## src/rtl/pd_motor_mixer_pkg.sv

```systemverilog
// Shared types and constants for the PD motor mixer.
// States, widths and the captured term bundle.
package pd_mixer_pkg;

  localparam int SPD_W   = 11;
  localparam int SUM_W   = 14;
  localparam int PTERM_W = 10;
  localparam int DTERM_W = 12;
  localparam int THR_W   = 9;

  localparam logic [SPD_W-1:0] MIN_RUN_DEF = 11'd420;
  localparam logic [SPD_W-1:0] CAL_SPD_DEF = 11'd432;

  typedef logic [2:0] state_t;

  localparam state_t IDLE = 3'd0;
  localparam state_t FRNT = 3'd1;
  localparam state_t BCK  = 3'd2;
  localparam state_t LFT  = 3'd3;
  localparam state_t RGHT = 3'd4;
  localparam state_t DONE = 3'd5;

  typedef struct packed {
    logic               cal;
    logic [THR_W-1:0]   thrst;
    logic [PTERM_W-1:0] ptch_p;
    logic [PTERM_W-1:0] roll_p;
    logic [PTERM_W-1:0] yaw_p;
    logic [DTERM_W-1:0] ptch_d;
    logic [DTERM_W-1:0] roll_d;
    logic [DTERM_W-1:0] yaw_d;
  } terms_t;

endpackage

```

## src/rtl/pd_motor_mixer_if.sv

```systemverilog
// PD term producer to motor mixer / ESC bundle.
// master = term producer, slave = mixer.
interface pd_motor_mixer_if;
  import pd_mixer_pkg::*;

  logic               vld_in;
  logic [THR_W-1:0]   thrst;
  logic               inertial_cal;
  logic [PTERM_W-1:0] ptch_pterm;
  logic [PTERM_W-1:0] roll_pterm;
  logic [PTERM_W-1:0] yaw_pterm;
  logic [DTERM_W-1:0] ptch_dterm;
  logic [DTERM_W-1:0] roll_dterm;
  logic [DTERM_W-1:0] yaw_dterm;
  logic [SPD_W-1:0]   frnt_spd;
  logic [SPD_W-1:0]   bck_spd;
  logic [SPD_W-1:0]   lft_spd;
  logic [SPD_W-1:0]   rght_spd;
  logic               spd_vld;
  logic               busy;
  logic               ovrrun;

  modport master (
    output vld_in, thrst, inertial_cal,
    output ptch_pterm, roll_pterm, yaw_pterm,
    output ptch_dterm, roll_dterm, yaw_dterm,
    input  frnt_spd, bck_spd, lft_spd, rght_spd,
    input  spd_vld, busy, ovrrun
  );

  modport slave (
    input  vld_in, thrst, inertial_cal,
    input  ptch_pterm, roll_pterm, yaw_pterm,
    input  ptch_dterm, roll_dterm, yaw_dterm,
    output frnt_spd, bck_spd, lft_spd, rght_spd,
    output spd_vld, busy, ovrrun
  );

endinterface

```

## src/rtl/pd_motor_mixer_sat.sv

```systemverilog
// Clamp a 14-bit signed mix result to an 11-bit
// unsigned motor speed.
module spd_sat
  import pd_mixer_pkg::*;
(
  input  logic [SUM_W-1:0] sum,
  output logic [SPD_W-1:0] spd
);

  always_comb begin
    spd = sum[SPD_W-1:0];
    if (sum[SUM_W-1])
      spd = '0;
    else if (|sum[SUM_W-2:SPD_W])
      spd = '1;
  end

endmodule

```

## src/rtl/pd_motor_mixer.sv

```systemverilog
// Four-motor PD mixer: one shared adder/clamp walked
// across the motors by a small FSM, with a 1-deep pending slot.
module pd_motor_mixer
  import pd_mixer_pkg::*;
#(
  parameter logic [SPD_W-1:0] MIN_RUN = MIN_RUN_DEF,
  parameter logic [SPD_W-1:0] CAL_SPD = CAL_SPD_DEF
)(
  input  logic             clk,
  input  logic             rst_n,
  pd_motor_mixer_if.slave  mix
);

  state_t state, nxt;
  terms_t in_t, work, pend;
  logic   pend_vld;
  logic [SPD_W-1:0] sh_f, sh_b, sh_l, sh_r;
  logic [SPD_W-1:0] sat, mot;
  logic [SUM_W-1:0] pp, pr, py, base, ax, sum;
  logic neg_ax, neg_yaw;

  assign in_t = '{
    cal:    mix.inertial_cal,
    thrst:  mix.thrst,
    ptch_p: mix.ptch_pterm,
    roll_p: mix.roll_pterm,
    yaw_p:  mix.yaw_pterm,
    ptch_d: mix.ptch_dterm,
    roll_d: mix.roll_dterm,
    yaw_d:  mix.yaw_dterm
  };

  assign mix.busy = (state != IDLE);

  always_comb begin
    nxt = IDLE;
    unique case (state)
      IDLE:    nxt = mix.vld_in ? FRNT : IDLE;
      FRNT:    nxt = BCK;
      BCK:     nxt = LFT;
      LFT:     nxt = RGHT;
      RGHT:    nxt = DONE;
      DONE:    nxt = (pend_vld | mix.vld_in) ? FRNT : IDLE;
      default: nxt = IDLE;
    endcase
  end

  assign pp = {{4{work.ptch_p[PTERM_W-1]}}, work.ptch_p}
            + {{2{work.ptch_d[DTERM_W-1]}}, work.ptch_d};
  assign pr = {{4{work.roll_p[PTERM_W-1]}}, work.roll_p}
            + {{2{work.roll_d[DTERM_W-1]}}, work.roll_d};
  assign py = {{4{work.yaw_p[PTERM_W-1]}}, work.yaw_p}
            + {{2{work.yaw_d[DTERM_W-1]}}, work.yaw_d};
  assign base = {3'b0, MIN_RUN} + {5'b0, work.thrst};

  // Pitch drives front/back, roll drives left/right
  always_comb begin
    ax      = pr;
    neg_ax  = 1'b0;
    neg_yaw = 1'b0;
    unique case (1'b1)
      state == FRNT: begin ax = pp; neg_yaw = 1'b1; end
      state == BCK:  begin
        ax = pp; neg_ax = 1'b1; neg_yaw = 1'b1;
      end
      state == RGHT: neg_ax = 1'b1;
      default: ;
    endcase
  end

  assign sum = base
             + (neg_ax  ? -ax : ax)
             + (neg_yaw ? -py : py);

  spd_sat u_sat (.sum(sum), .spd(sat));

  assign mot = work.cal ? CAL_SPD : sat;

  always_ff @(posedge clk or negedge rst_n) begin
    if (!rst_n) begin
      state        <= IDLE;
      work         <= '0;
      sh_f         <= '0;
      sh_b         <= '0;
      sh_l         <= '0;
      sh_r         <= '0;
      mix.frnt_spd <= '0;
      mix.bck_spd  <= '0;
      mix.lft_spd  <= '0;
      mix.rght_spd <= '0;
      mix.spd_vld  <= 1'b0;
    end else begin
      state       <= nxt;
      mix.spd_vld <= 1'b0;
      unique case (state)
        IDLE: if (mix.vld_in) work <= in_t;
        FRNT: sh_f <= mot;
        BCK:  sh_b <= mot;
        LFT:  sh_l <= mot;
        RGHT: sh_r <= mot;
        DONE: begin
          mix.frnt_spd <= sh_f;
          mix.bck_spd  <= sh_b;
          mix.lft_spd  <= sh_l;
          mix.rght_spd <= sh_r;
          mix.spd_vld  <= 1'b1;
          if (pend_vld)        work <= pend;
          else if (mix.vld_in) work <= in_t;
        end
        default: ;
      endcase
    end
  end

  // In DONE the slot drains first, so a same-cycle update refills it
  always_ff @(posedge clk or negedge rst_n) begin
    if (!rst_n) begin
      pend       <= '0;
      pend_vld   <= 1'b0;
      mix.ovrrun <= 1'b0;
    end else begin
      mix.ovrrun <= 1'b0;
      if (state == DONE) begin
        if (pend_vld) begin
          pend_vld <= mix.vld_in;
          if (mix.vld_in) pend <= in_t;
        end
      end else if (mix.busy && mix.vld_in) begin
        pend       <= in_t;
        pend_vld   <= 1'b1;
        mix.ovrrun <= pend_vld;
      end
    end
  end

endmodule
```

## src/flat_wrapper.sv

```systemverilog
// flat-port wrapper written by rule: the top's interface ports become plain ports
module pd_motor_mixer_flat import pd_mixer_pkg::*;
#(
  parameter logic [SPD_W-1:0] MIN_RUN = MIN_RUN_DEF,
  parameter logic [SPD_W-1:0] CAL_SPD = CAL_SPD_DEF
)
  (clk, rst_n, mix_vld_in, mix_thrst, mix_inertial_cal, mix_ptch_pterm, mix_roll_pterm, mix_yaw_pterm, mix_ptch_dterm, mix_roll_dterm, mix_yaw_dterm, mix_frnt_spd, mix_bck_spd, mix_lft_spd, mix_rght_spd, mix_spd_vld, mix_busy, mix_ovrrun);
  pd_motor_mixer_if mix_i ();
  input  logic clk;
  input  logic rst_n;
  input wire logic [$bits(mix_i.vld_in)-1:0] mix_vld_in;
  input wire logic [$bits(mix_i.thrst)-1:0] mix_thrst;
  input wire logic [$bits(mix_i.inertial_cal)-1:0] mix_inertial_cal;
  input wire logic [$bits(mix_i.ptch_pterm)-1:0] mix_ptch_pterm;
  input wire logic [$bits(mix_i.roll_pterm)-1:0] mix_roll_pterm;
  input wire logic [$bits(mix_i.yaw_pterm)-1:0] mix_yaw_pterm;
  input wire logic [$bits(mix_i.ptch_dterm)-1:0] mix_ptch_dterm;
  input wire logic [$bits(mix_i.roll_dterm)-1:0] mix_roll_dterm;
  input wire logic [$bits(mix_i.yaw_dterm)-1:0] mix_yaw_dterm;
  output wire logic [$bits(mix_i.frnt_spd)-1:0] mix_frnt_spd;
  output wire logic [$bits(mix_i.bck_spd)-1:0] mix_bck_spd;
  output wire logic [$bits(mix_i.lft_spd)-1:0] mix_lft_spd;
  output wire logic [$bits(mix_i.rght_spd)-1:0] mix_rght_spd;
  output wire logic [$bits(mix_i.spd_vld)-1:0] mix_spd_vld;
  output wire logic [$bits(mix_i.busy)-1:0] mix_busy;
  output wire logic [$bits(mix_i.ovrrun)-1:0] mix_ovrrun;
  assign mix_i.vld_in = mix_vld_in;
  assign mix_i.thrst = mix_thrst;
  assign mix_i.inertial_cal = mix_inertial_cal;
  assign mix_i.ptch_pterm = mix_ptch_pterm;
  assign mix_i.roll_pterm = mix_roll_pterm;
  assign mix_i.yaw_pterm = mix_yaw_pterm;
  assign mix_i.ptch_dterm = mix_ptch_dterm;
  assign mix_i.roll_dterm = mix_roll_dterm;
  assign mix_i.yaw_dterm = mix_yaw_dterm;
  assign mix_frnt_spd = mix_i.frnt_spd;
  assign mix_bck_spd = mix_i.bck_spd;
  assign mix_lft_spd = mix_i.lft_spd;
  assign mix_rght_spd = mix_i.rght_spd;
  assign mix_spd_vld = mix_i.spd_vld;
  assign mix_busy = mix_i.busy;
  assign mix_ovrrun = mix_i.ovrrun;
  pd_motor_mixer #(.MIN_RUN(MIN_RUN), .CAL_SPD(CAL_SPD)) u_core (.clk(clk), .rst_n(rst_n), .mix(mix_i));
endmodule
```

## config.mk

```make
export PLATFORM = sky130hd
export DESIGN_NAME = pd_motor_mixer_flat
export DESIGN_NICKNAME = d
export VERILOG_FILES = /design/src/rtl/pd_motor_mixer_pkg.sv /design/src/rtl/pd_motor_mixer_if.sv /design/src/rtl/pd_motor_mixer_sat.sv /design/src/rtl/pd_motor_mixer.sv /design/src/flat_wrapper.sv
export SDC_FILE = /design/constraint.sdc
export NUM_CORES = 1
export LEC_CHECK = 0
export CORE_MARGIN = 5
export CORE_UTILIZATION = 30
export DETAILED_ROUTE_END_ITERATION = 10
export PLACE_DENSITY = 0.45
export SLEW_MARGIN = 10
export SYNTH_ARGS = -nofsm -noshare
export SYNTH_HDL_FRONTEND = slang
export SYNTH_HIERARCHICAL = 1
export SYNTH_SLANG_ARGS = --single-unit
```

## constraint.sdc

```tcl
create_clock -name clk -period 6.85 [get_ports clk]
set_input_delay 1.7125 -clock clk [delete_from_list [all_inputs] [get_ports clk]]
set_output_delay 1.7125 -clock clk [all_outputs]
set_load 0.01 [all_outputs]
```

==> results of run 1 <==
-- path summary, 6_finish.rpt --
kind / to / slack, ns / depth (start not counted)
setup / recovery: u_core/sh_r[7]$_DFFE_PN0P_ / 0.81 / 23
hold / removal: u_core/mix.bck_spd[4]$_DFFE_PN0P_ / 0.47 / 2
setup reg to reg: u_core/sh_r[7]$_DFFE_PN0P_ / 0.81 / 23
hold reg to reg: u_core/mix.bck_spd[4]$_DFFE_PN0P_ / 0.47 / 2
max in group asynchronous: u_core/work[26]$_DFFE_PN0P_ / 4.36 / 2
min in group asynchronous: u_core/mix.spd_vld$_DFF_PN0_ / 1.12 / 1
-- layer usage --
layer,GRT usage [%],vias to the layer above,wire (um)
met5,0,-,38
met4,3.06,6,515
met3,2.33,38,1290
met2,24.5,135,16600
met1,19.2,4602,16100
li1,-,4765,-
-- area by class of cell --
class	count	area share, %
repair buffers	132	8.22
clock inverters	5	0.420
clock buffers	50	5.88
inverters	53	1.24
well taps	592	4.61
flip-flops and latches	246	38.3
multi-input cells	967	41.4
-- logic make-up (layout without fill, tap and decap cells) --
group / Yosys count / after routing / share of synthesized area, %
fa+ha+maj: 78 / 78 / 8.09
flops: 246 / 246 / 46.4
simple gates: 445 / 445 / 15.1
mux: 157 / 157 / 12.6
buf+inv: 117 / 240 / 3.71
xor+xnor: 54 / 54 / 3.67
compound gates: 233 / 233 / 10.5
-- synthesized netlist by cell type, types with 5 or more instances --
master                     count
sky130_fd_sc_hd__nand2b_1     12
sky130_fd_sc_hd__dfrtp_1     246
sky130_fd_sc_hd__or3_1         6
sky130_fd_sc_hd__and4_1        5
sky130_fd_sc_hd__a21oi_1      96
sky130_fd_sc_hd__o21ai_0      59
sky130_fd_sc_hd__nor3_1       11
sky130_fd_sc_hd__a31oi_1       8
sky130_fd_sc_hd__inv_1        51
sky130_fd_sc_hd__a21o_1        8
sky130_fd_sc_hd__xnor2_1      31
sky130_fd_sc_hd__and2_1        5
sky130_fd_sc_hd__nor3_2       10
sky130_fd_sc_hd__o21a_1        5
sky130_fd_sc_hd__buf_1         7
sky130_fd_sc_hd__nand3_1       9
sky130_fd_sc_hd__nor2_1      140
sky130_fd_sc_hd__buf_2        13
sky130_fd_sc_hd__o21ai_1       9
sky130_fd_sc_hd__mux2_2       77
sky130_fd_sc_hd__ha_1         65
sky130_fd_sc_hd__fa_1         13
sky130_fd_sc_hd__xor2_1       22
sky130_fd_sc_hd__clkbuf_1     38
sky130_fd_sc_hd__mux2i_1      80
sky130_fd_sc_hd__nand2_1     211
-- worst max-delay path, stage by stage, from the launching register on --
cell                       delay, ns
sky130_fd_sc_hd__dfrtp_1        0.46
sky130_fd_sc_hd__or3b_1         0.71
sky130_fd_sc_hd__and2_1         0.47
sky130_fd_sc_hd__nor2_1         0.10
sky130_fd_sc_hd__xor2_1         0.17
sky130_fd_sc_hd__ha_1           0.29
sky130_fd_sc_hd__inv_1          0.05
sky130_fd_sc_hd__fa_1           0.54
sky130_fd_sc_hd__ha_1           0.16
sky130_fd_sc_hd__inv_1          0.05
sky130_fd_sc_hd__fa_1           0.39
sky130_fd_sc_hd__nor2b_1        0.12
sky130_fd_sc_hd__o21ai_0        0.10
sky130_fd_sc_hd__a21boi_1       0.19
sky130_fd_sc_hd__o21ai_0        0.13
sky130_fd_sc_hd__a21boi_1       0.19
sky130_fd_sc_hd__o21ai_0        0.12
sky130_fd_sc_hd__a21boi_0       0.30
sky130_fd_sc_hd__or4_1          0.16
sky130_fd_sc_hd__nand3_1        0.46
sky130_fd_sc_hd__nor3_2         0.29
sky130_fd_sc_hd__nor2_1         0.06
sky130_fd_sc_hd__nor2_1         0.24
sky130_fd_sc_hd__o21ai_0        0.13
-- state kept, by name, summed over array words and instances (netlist names) --
register,cells
u_core/state,3
u_core/sh_b,11
u_core/mix.lft_spd,11
u_core/sh_r,11
u_core/mix.bck_spd,11
u_core/mix.frnt_spd,11
u_core/work,76
u_core/mix.rght_spd,11
u_core/mix.spd_vld,1
u_core/pend,76
u_core/mix.ovrrun,1
u_core/sh_f,11
u_core/pend_vld,1
u_core/sh_l,11
-- through the flow --
step           util [%]  area [sq um]  hold WS, ns
2_1_floorplan         -         13300        0.439
3_3_place_gp       34.2         15100        0.459
3_5_place_dp       34.2         15100        0.461
4_1_cts            36.5         16100        0.476
5_1_grt            36.5         16100        0.498
6_report           36.5         16100        0.468
==> results.md, run 1 <==
## Yosys
• **number of instances in the synthesized netlist** 1330
• **area share of the leading cell type in the synthesized netlist** 46.4%
• **Net Count, Synth** 1487
• **primary flip-flop cell chosen by synthesis mapping** sky130_fd_sc_hd__dfrtp_1
• **sequential area share after synthesis** 46.4%
• **number of distinct library cells after synthesis** 72
• **synthesized cell area** 0.0133 sq mm
• **most area-hungry cell type in the Yosys netlist** sky130_fd_sc_hd__dfrtp_1
• **Ys Warns** 6
• **proportion of synthesized flip-flops having asynchronous set or reset** 100%
• **number of flip-flops and latches in the synthesized netlist** 246
• **synthesized area per cell** 9.98 sq um
• **leading cell types by total area after synthesis** sky130_fd_sc_hd__dfrtp_1 (46%), sky130_fd_sc_hd__mux2_2 (6.5%), sky130_fd_sc_hd__ha_1 (6.1%)
• **count of flip-flops with a built-in enable after synthesis** 0

## CTS
• **CTS root buffer** sky130_fd_sc_hd__clkbuf_16
• **quantity of hold-fixing buffers added after cts** 0
• **total CTS buffers** 30
• **clock latency reported for the late side of the worst-skew pair** 0.57 ns
• **clock tree from TritonCTS** yes
• **# resized after CTS** 0
• **number of buffers between clock root and the deepest sink** 3
• **total number of clock tree sinks** 246
• **CTS HTree Levels** 1
• **CTS clock-pin slew for the worst setup and hold paths** 0.06 ns
• **post-CTS setup-driven buffer insertion count** 0

## STA
• **Tcrit/Tclk final** 88.2%
• **Final Setup Violations** 0
• **number of endpoints with negative hold slack in the final report** 0
• **final slew viol count** 0
• **Slew HR** 14.2%
• **unrepaired setup endpoints after global routing** false
• **minimum clock period** 6.04 ns
• **Sum Neg Setup Slack** 0 ns
• **clock skew** 0.0268 ns
• **highest attainable clock frequency** 165 MHz
• **final critical-path setup slack** 0.807 ns
• **transition time at the pin with the least slew margin** 1.28 ns

## Drt
• **number of design rule violations left after detail routing** 0
• **aggregate routed wire length** 34500 um
• **Antenna Violating Nets Remaining** 0
• **violation count after the first detailed-route iteration** 474
• **routed wirelength normalized by instance count** 16.9 um
• **vias per cell** 4.67
• **drt first pass iters** 5
• **total number of vias** 9546

## Worst setup path
• **data required time at the worst endpoint** 7.27 ns
• **crit-path max FO** 25
• **crit path kind** flip-flop to flip-flop
• **startpoint of the worst setup timing path** u_core/state[2]$_DFF_PN0_
• **CP endpoint kind** flip-flop
• **Worst R2R Start** u_core/state[2]$_DFF_PN0_
• **startpoint class of the critical path** flip-flop
• **arrival time at the worst endpoint** 6.46 ns

## Cells and area
• **fraction of final layout cells with drive strength greater than 1** 11.4%
• **highest-count cells in the layout ignoring fill and taps** sky130_fd_sc_hd__dfrtp_1 (246), sky130_fd_sc_hd__nand2_1 (208), sky130_fd_sc_hd__nor2_1 (140)
• **# fillers** 4493
• **FF/Latch Area** 0.00616 sq mm
• **count of antenna diodes in the layout** 0
• **most frequent standard cell in the layout excluding fill and tap cells** sky130_fd_sc_hd__dfrtp_1
• **number of standard cells in the final layout excluding fillers** 2045
• **area taken by multi-input logic gates** 0.00665 sq mm
• **area delta synth->final** 21.1%
• **total number of nets in the final design** 1587

## GRT
• **maximum number of pins on one net before global-route repair** 142
• **global-route wire length before repair** 55900 um
• **number of global-route vias before repair** 9752
• **initial antenna violation count** 3
• **overall fraction of global-route tracks in use** 14.3%
• **GRT Residual Overflow** 0

## Die
• **height of the chip** 220 um
• **initial core utilization** 30.2%
• **core outline area** 0.0440 sq mm
• **total die area** 0.0486 sq mm
• **Cell Rows** 77
• **number of ports placed on the die boundary** 126
• **horizontal die dimension** 220 um

## Outcome
• **result of the run** complete, no violations

## Run
• **maximum capacitance violations** 0

## Place
• **Cells after DPL** 1990
• **post-detail-place hpwl** 24600 um
• **IO Port Bufs** 125
• **RD Place Congestion** 0.765
• **worst slack at placement** 0.760 ns

## Min path
• **Hold Crit Start** u_core/sh_b[4]$_DFFE_PN0N_
• **hold crit path type** flip-flop to flip-flop

Power of run 1 is left out: the tool's default activity adds up to more than one toggle a clock period on the data nets, which glitch-free logic cannot reach.
==> inputs of run 2 (changes only) <==
--- a/config.mk
+++ b/config.mk
@@ -7,8 +7,8 @@
 export LEC_CHECK = 0
 export CORE_MARGIN = 5
 export CORE_UTILIZATION = 30
+export CTS_BUF_LIST = sky130_fd_sc_hd__clkbuf_8
 export DETAILED_ROUTE_END_ITERATION = 10
-export PLACE_DENSITY = 0.45
 export SLEW_MARGIN = 10
 export SYNTH_ARGS = -nofsm -noshare
 export SYNTH_HDL_FRONTEND = slang
==> results.md, run 2 (synthesis results as in run 1) <==
## Place
• **RD Place Congestion** 0.878, +15%
• **post-detail-place hpwl** 23400 um, -4.8%
• **IO Port Bufs** 125, unchanged
• **cell area after placement** 0.0151 sq mm, about the same

## Die
• **height of the chip** 220 um, unchanged
• **core outline area** 0.0440 sq mm, unchanged
• **initial core utilization** 30.2%, unchanged
• **Cell Rows** 77, unchanged
• **number of ports placed on the die boundary** 126, unchanged
• **total die area** 0.0486 sq mm, unchanged
• **horizontal die dimension** 220 um, unchanged

## CTS
• **clock tree from TritonCTS** yes
• **post-CTS setup-driven buffer insertion count** 0, unchanged
• **CTS clock-pin slew for the worst setup and hold paths** 0.06 ns, about the same
• **total number of clock tree sinks** 246, unchanged
• **quantity of hold-fixing buffers added after cts** 0, unchanged
• **CTS root buffer** sky130_fd_sc_hd__clkbuf_8
• **number of buffers between clock root and the deepest sink** 3, unchanged
• **clock latency reported for the late side of the worst-skew pair** 0.59 ns, +0.02 ns
• **CTS HTree Levels** 2, +1
• **# resized after CTS** 0, unchanged
• **total CTS buffers** 45, +50%

## Drt
• **routed wirelength normalized by instance count** 15.6 um, -7.4%
• **drt first pass iters** 7, +2
• **vias per cell** 4.75, +1.7%
• **violation count after the first detailed-route iteration** 621, +31%
• **number of design rule violations left after detail routing** 0, unchanged
• **aggregate routed wire length** 32300 um, -6.4%
• **Antenna Violating Nets Remaining** 0, unchanged
• **sum of met3 wire segment lengths after detailed routing** 1590 um, +23%
• **total number of vias** 9813, +2.8%
• **met2 wire len** 15100 um, -8.9%
• **Met1 Wirelength** 15000 um, -6.6%
• **DR top layer** met5

## Min path
• **Hold Crit Start** u_core/sh_b[10]$_DFFE_PN0N_
• **hold crit path type** flip-flop to flip-flop
• **hold-critical path endpoint** u_core/mix.bck_spd[10]$_DFFE_PN0P_
• **number of cells on the worst hold path** 2, unchanged

## STA
• **minimum clock period** 6.05 ns, +0.00777 ns
• **Final Setup Violations** 0, unchanged
• **Sum Neg Setup Slack** 0 ns, unchanged
• **clock skew** 0.0396 ns, +0.0128 ns
• **Slew HR** 16.9%, +2.7 points
• **Tcrit/Tclk final** 88.3%, +0.11 points
• **transition time at the pin with the least slew margin** 1.24 ns, -0.0408 ns
• **number of endpoints with negative hold slack in the final report** 0, unchanged
• **unrepaired setup endpoints after global routing** false
• **final slew viol count** 0, unchanged
• **highest attainable clock frequency** 165 MHz, -0.13%
• **worst hold slack** 0.470 ns, +0.00186 ns

## GRT
• **maximum number of pins on one net before global-route repair** 145, +2.1%
• **global-route wire length before repair** 52500 um, -6.1%
• **overall fraction of global-route tracks in use** 13.3%, -1.0 points
• **GRT Residual Overflow** 0, unchanged
• **initial antenna violation count** 3, unchanged
• **number of global-route vias before repair** 9803, +0.52%

## Worst setup path
• **worst r2r dst** u_core/sh_r[2]$_DFFE_PN0P_
• **crit path kind** flip-flop to flip-flop
• **CP endpoint kind** flip-flop
• **data required time at the worst endpoint** 7.30 ns, +0.03 ns
• **Worst R2R Start** u_core/work[24]$_DFFE_PN0P_
• **arrival time at the worst endpoint** 6.50 ns, +0.04 ns
• **startpoint class of the critical path** flip-flop
• **length in cells of the worst reg-to-reg path** 24, +4.3%
• **crit-path max FO** 11, -56%
• **flop-to-flop setup slack** 0.80 ns, about the same

## Cells and area
• **fraction of the core area covered by cells at the end of the flow** 36.4%, -0.13 points
• **area delta synth->final** 20.7%
• **# fillers** 4415, -1.7%
• **most frequent standard cell in the layout excluding fill and tap cells** sky130_fd_sc_hd__dfrtp_1
• **cell area after layout** 0.0160 sq mm, -0.37%
• **total number of nets in the final design** 1601, +0.88%
• **fraction of final layout cells with drive strength greater than 1** 12.9%, +1.5 points
• **highest-count cells in the layout ignoring fill and taps** sky130_fd_sc_hd__dfrtp_1 (246), sky130_fd_sc_hd__nand2_1 (208), sky130_fd_sc_hd__nor2_1 (140)
• **count of antenna diodes in the layout** 0, unchanged
• **FF/Latch Area** 0.00616 sq mm, unchanged
• **area taken by multi-input logic gates** 0.00665 sq mm, unchanged
• **registers with the highest flip-flop counts** u_core/pend: 76 flops, u_core/work: 76 flops

## Outcome
• **result of the run** complete, no violations

## Run
• **maximum capacitance violations** 0, unchanged

-- run 2: worst max-delay path: stages (launching register included) --
cell and delay [ns]:
sky130_fd_sc_hd__dfrtp_1 0.35, sky130_fd_sc_hd__ha_1 0.19, sky130_fd_sc_hd__inv_1 0.06, sky130_fd_sc_hd__fa_1 0.40, sky130_fd_sc_hd__nor2b_1 0.17, sky130_fd_sc_hd__o2111ai_1 0.19
sky130_fd_sc_hd__a31oi_1 0.30, sky130_fd_sc_hd__nor3b_1 0.10, sky130_fd_sc_hd__a21oi_1 0.36, sky130_fd_sc_hd__nor2b_1 0.23, sky130_fd_sc_hd__a21oi_1 0.10, sky130_fd_sc_hd__xor2_1 0.16
sky130_fd_sc_hd__ha_1 0.31, sky130_fd_sc_hd__fa_1 0.53, sky130_fd_sc_hd__inv_1 0.04, sky130_fd_sc_hd__ha_1 0.33, sky130_fd_sc_hd__a21boi_1 0.16, sky130_fd_sc_hd__o21ai_0 0.21
sky130_fd_sc_hd__a21boi_0 0.17, sky130_fd_sc_hd__or4_1 0.42, sky130_fd_sc_hd__nand3_1 0.51, sky130_fd_sc_hd__nor3_2 0.09, sky130_fd_sc_hd__nor2_1 0.12, sky130_fd_sc_hd__nand2b_1 0.16
sky130_fd_sc_hd__o21ai_0 0.25
-- run 2: routing by layer --
| metal | global-route usage, % | vias up |
|---|---|---|
| li1 | - | 4808 |
| met1 | 18.1 | 4730 |
| met2 | 21.8 | 218 |
| met3 | 2.72 | 51 |
| met4 | 3.22 | 6 |
| met5 | 0 | - |
-- run 2: final cells by class --
class	instances	share of cell area [%]
multi-input combinational	967	41.5
tap	592	4.62
inverter	53	1.24
sequential	246	38.4
timing repair buffer	131	8.20
clock buffer	64	5.50
clock inverter	15	0.508
-- run 2: worst max-delay path by stage --
stage	from	to	slack [ns]	cells after the start
floorplan	u_core/state[0]$_DFF_PN0_	u_core/sh_l[4]$_DFFE_PN0P_	1.46	30
global placement	u_core/state[0]$_DFF_PN0_	u_core/sh_r[2]$_DFFE_PN0P_	0.97	23
detailed placement	u_core/state[0]$_DFF_PN0_	u_core/sh_r[2]$_DFFE_PN0P_	0.90	23
CTS	u_core/work[24]$_DFFE_PN0P_	u_core/sh_r[2]$_DFFE_PN0P_	0.85	24
global route	u_core/work[24]$_DFFE_PN0P_	u_core/sh_l[5]$_DFFE_PN0P_	0.22	26
finish	u_core/work[24]$_DFFE_PN0P_	u_core/sh_r[2]$_DFFE_PN0P_	0.80	24
-- run 2: stage by stage --
step           cells  setup slack, ns
6_report        2068            0.799
2_1_floorplan   1330             1.46
3_3_place_gp    1989            0.972
5_1_grt         2068            0.224
4_1_cts         2068            0.848
3_5_place_dp    1989            0.902
Power of run 2 is left out for the same reason.
==> inputs of run 3 (changes only) <==
--- a/config.mk
+++ b/config.mk
@@ -5,10 +5,13 @@
 export SDC_FILE = /design/constraint.sdc
 export NUM_CORES = 1
 export LEC_CHECK = 0
+export CAP_MARGIN = 20
 export CORE_MARGIN = 5
 export CORE_UTILIZATION = 30
 export CTS_BUF_LIST = sky130_fd_sc_hd__clkbuf_8
 export DETAILED_ROUTE_END_ITERATION = 10
+export GPL_ROUTABILITY_DRIVEN = 0
+export GPL_TIMING_DRIVEN = 0
 export SLEW_MARGIN = 10
 export SYNTH_ARGS = -nofsm -noshare
 export SYNTH_HDL_FRONTEND = slang
==> results.md, run 3 (synthesis results as in run 1) <==
## STA
• **worst hold slack** 0.464 ns, -0.00551 ns
• **final critical-path setup slack** 0.589 ns, -0.209 ns
• **clock skew** 0.0113 ns, -0.0283 ns
• **unrepaired setup endpoints after global routing** false
• **Slew HR** 34.7%, +18 points
• **Tcrit/Tclk final** 91.4%, +3.1 points
• **highest attainable clock frequency** 160 MHz, -3.3%
• **minimum clock period** 6.26 ns, +0.209 ns
• **number of endpoints with negative hold slack in the final report** 0, unchanged
• **Final Setup Violations** 0, unchanged
• **final slew viol count** 0, unchanged
• **transition time at the pin with the least slew margin** 0.980 ns, -0.262 ns

## Cells and area
• **registers with the highest flip-flop counts** u_core/pend: 76 flops, u_core/work: 76 flops
• **total number of nets in the final design** 1659, +3.6%
• **area delta synth->final** 22.9%
• **count of antenna diodes in the layout** 0, unchanged
• **fraction of final layout cells with drive strength greater than 1** 12.9%, +0.018 points
• **number of standard cells in the final layout excluding fillers** 2128, +2.9%
• **fraction of the core area covered by cells at the end of the flow** 37.1%, +0.67 points
• **most frequent standard cell in the layout excluding fill and tap cells** sky130_fd_sc_hd__dfrtp_1
• **highest-count cells in the layout ignoring fill and taps** sky130_fd_sc_hd__dfrtp_1 (246), sky130_fd_sc_hd__nand2_1 (211), sky130_fd_sc_hd__nor2_1 (140)

## Run
• **maximum capacitance violations** 0, unchanged

## CTS
• **clock tree from TritonCTS** yes
• **clock latency reported for the late side of the worst-skew pair** 0.55 ns, -0.04 ns
• **# resized after CTS** 0, unchanged
• **total CTS buffers** 44, -2.2%
• **CTS clock-pin slew for the worst setup and hold paths** 0.06 ns, about the same
• **quantity of hold-fixing buffers added after cts** 0, unchanged
• **total number of clock tree sinks** 246, unchanged
• **CTS HTree Levels** 2, unchanged
• **CTS root buffer** sky130_fd_sc_hd__clkbuf_8
• **number of buffers between clock root and the deepest sink** 3, unchanged
• **post-CTS setup-driven buffer insertion count** 0, unchanged

## Worst setup path
• **Worst Path Buf+Inv** 6, +4
• **most used cell, CP** sky130_fd_sc_hd__o21ai_0
• **CP endpoint kind** flip-flop
• **Max stage delay cell, worst path** sky130_fd_sc_hd__fa_1
• **startpoint class of the critical path** flip-flop
• **length in cells of the worst reg-to-reg path** 29, +21%
• **crit-path max FO** 19, +8
• **arrival time at the worst endpoint** 6.67 ns, +0.17 ns
• **worst r2r dst** u_core/sh_f[4]$_DFFE_PN0P_
• **Worst R2R Start** u_core/state[0]$_DFF_PN0_
• **data required time at the worst endpoint** 7.26 ns, -0.04 ns
• **crit path kind** flip-flop to flip-flop
• **Worst path top cell family by delay** adder cells
• **flop-to-flop setup slack** 0.59 ns, -0.21 ns
• **max incr delay on CP** 0.53 ns, about the same

## GRT
• **maximum number of pins on one net before global-route repair** 109, -25%
• **initial antenna violation count** 0, -3
• **overall fraction of global-route tracks in use** 13.9%, +0.64 points
• **global-route wire length before repair** 54100 um, +3.1%
• **GRT Residual Overflow** 0, unchanged
• **number of global-route vias before repair** 10082, +2.8%

## Place
• **post-detail-place hpwl** 25800 um, +10%
• **worst slack at placement** 0.301 ns, -0.602 ns
• **Cells after DPL** 2049, +3.0%
• **IO Port Bufs** 125, unchanged

## Die
• **Cell Rows** 77, unchanged
• **number of ports placed on the die boundary** 126, unchanged
• **total die area** 0.0486 sq mm, unchanged
• **height of the chip** 220 um, unchanged
• **core outline area** 0.0440 sq mm, unchanged
• **horizontal die dimension** 220 um, unchanged
• **initial core utilization** 30.2%, unchanged

## Min path
• **number of cells on the worst hold path** 2, unchanged
• **hold-critical path endpoint** u_core/mix.bck_spd[10]$_DFFE_PN0P_
• **Hold Crit Start** u_core/sh_b[10]$_DFFE_PN0N_
• **hold crit path type** flip-flop to flip-flop

## Drt
• **routed wirelength normalized by instance count** 16.1 um, +2.8%
• **DR top layer** met4
• **drt first pass iters** 7, unchanged
• **total number of vias** 9953, +1.4%
• **met2 wire len** 16100 um, +6.4%
• **aggregate routed wire length** 34200 um, +5.8%
• **Antenna Violating Nets Remaining** 0, unchanged
• **Met1 Wirelength** 15900 um, +6.2%
• **violation count after the first detailed-route iteration** 498, -20%
• **sum of met3 wire segment lengths after detailed routing** 1440 um, -9.2%
• **vias per cell** 4.68, -1.4%
• **number of design rule violations left after detail routing** 0, unchanged

## Outcome
• **result of the run** complete, no violations

[run 3: cell types whose count changed in the layout (fill, tap and decap cells not counted), moves of 4 or more]
cell                       before  now
sky130_fd_sc_hd__buf_6          0    4
sky130_fd_sc_hd__clkbuf_1       0   38
sky130_fd_sc_hd__clkbuf_8      64   60
sky130_fd_sc_hd__buf_2          0   13
sky130_fd_sc_hd__inv_1         57   62
sky130_fd_sc_hd__buf_1          0    6
[run 3: worst reg2reg max path: cells and delay by family (launching register included)]
| family | cells | cell delay (ns) |
|---|---|---|
| multiplexers | 1 | 0.32 |
| XOR/XNOR | 2 | 0.33 |
| buffers and inverters | 6 | 0.97 |
| adder cells (fa/ha/maj) | 5 | 1.61 |
| flip-flops | 1 | 0.36 |
| AND/OR/NAND/NOR | 8 | 1.30 |
| AO/OA/AOI/OAI | 7 | 1.23 |
[run 3: cell type report]
| type | instances | area, sq um |
|---|---|---|
| fill | 4492 | 27700 |
| multi-input combinational | 967 | 6630 |
| sequential | 246 | 6160 |
| timing repair buffer | 127 | 1310 |
| clock buffer | 60 | 826 |
| tap | 592 | 741 |
| buffer | 63 | 290 |
| inverter | 53 | 199 |
| clock inverter | 20 | 165 |
[run 3: routing by layer]
metal / global-route usage (%) / up-vias
li1: - / 4919
met1: 18.8 / 4796
met2: 23.1 / 189
met3: 2.54 / 49
met4: 3.64 / 0
met5: 0 / -
[run 3: worst max-delay path by stage]
stage,startpoint,to,slack [ns],depth (start not counted)
global placement,rst_n,u_core/mix.spd_vld$_DFF_PN0_,-6.52,1
CTS,u_core/state[0]$_DFF_PN0_,u_core/sh_f[4]$_DFFE_PN0P_,0.27,30
finish,u_core/state[0]$_DFF_PN0_,u_core/sh_f[4]$_DFFE_PN0P_,0.59,29
global route,u_core/state[0]$_DFF_PN0_,u_core/sh_l[4]$_DFFE_PN0P_,0.18,29
detailed placement,u_core/state[0]$_DFF_PN0_,u_core/sh_f[4]$_DFFE_PN0P_,0.30,30
floorplan,u_core/state[0]$_DFF_PN0_,u_core/sh_l[4]$_DFFE_PN0P_,1.46,30
[run 3: stage by stage]
| stage | TNS (ns) | cell area (sq um) |
|---|---|---|
| after floorplan | 0 | 13300 |
| after global placement | -1591.06 | 15300 |
| after detailed placement | 0 | 15300 |
| after CTS | 0 | 16300 |
| after global routing | 0 | 16300 |
| final | 0 | 16300 |
Power of run 3 is left out for the same reason.
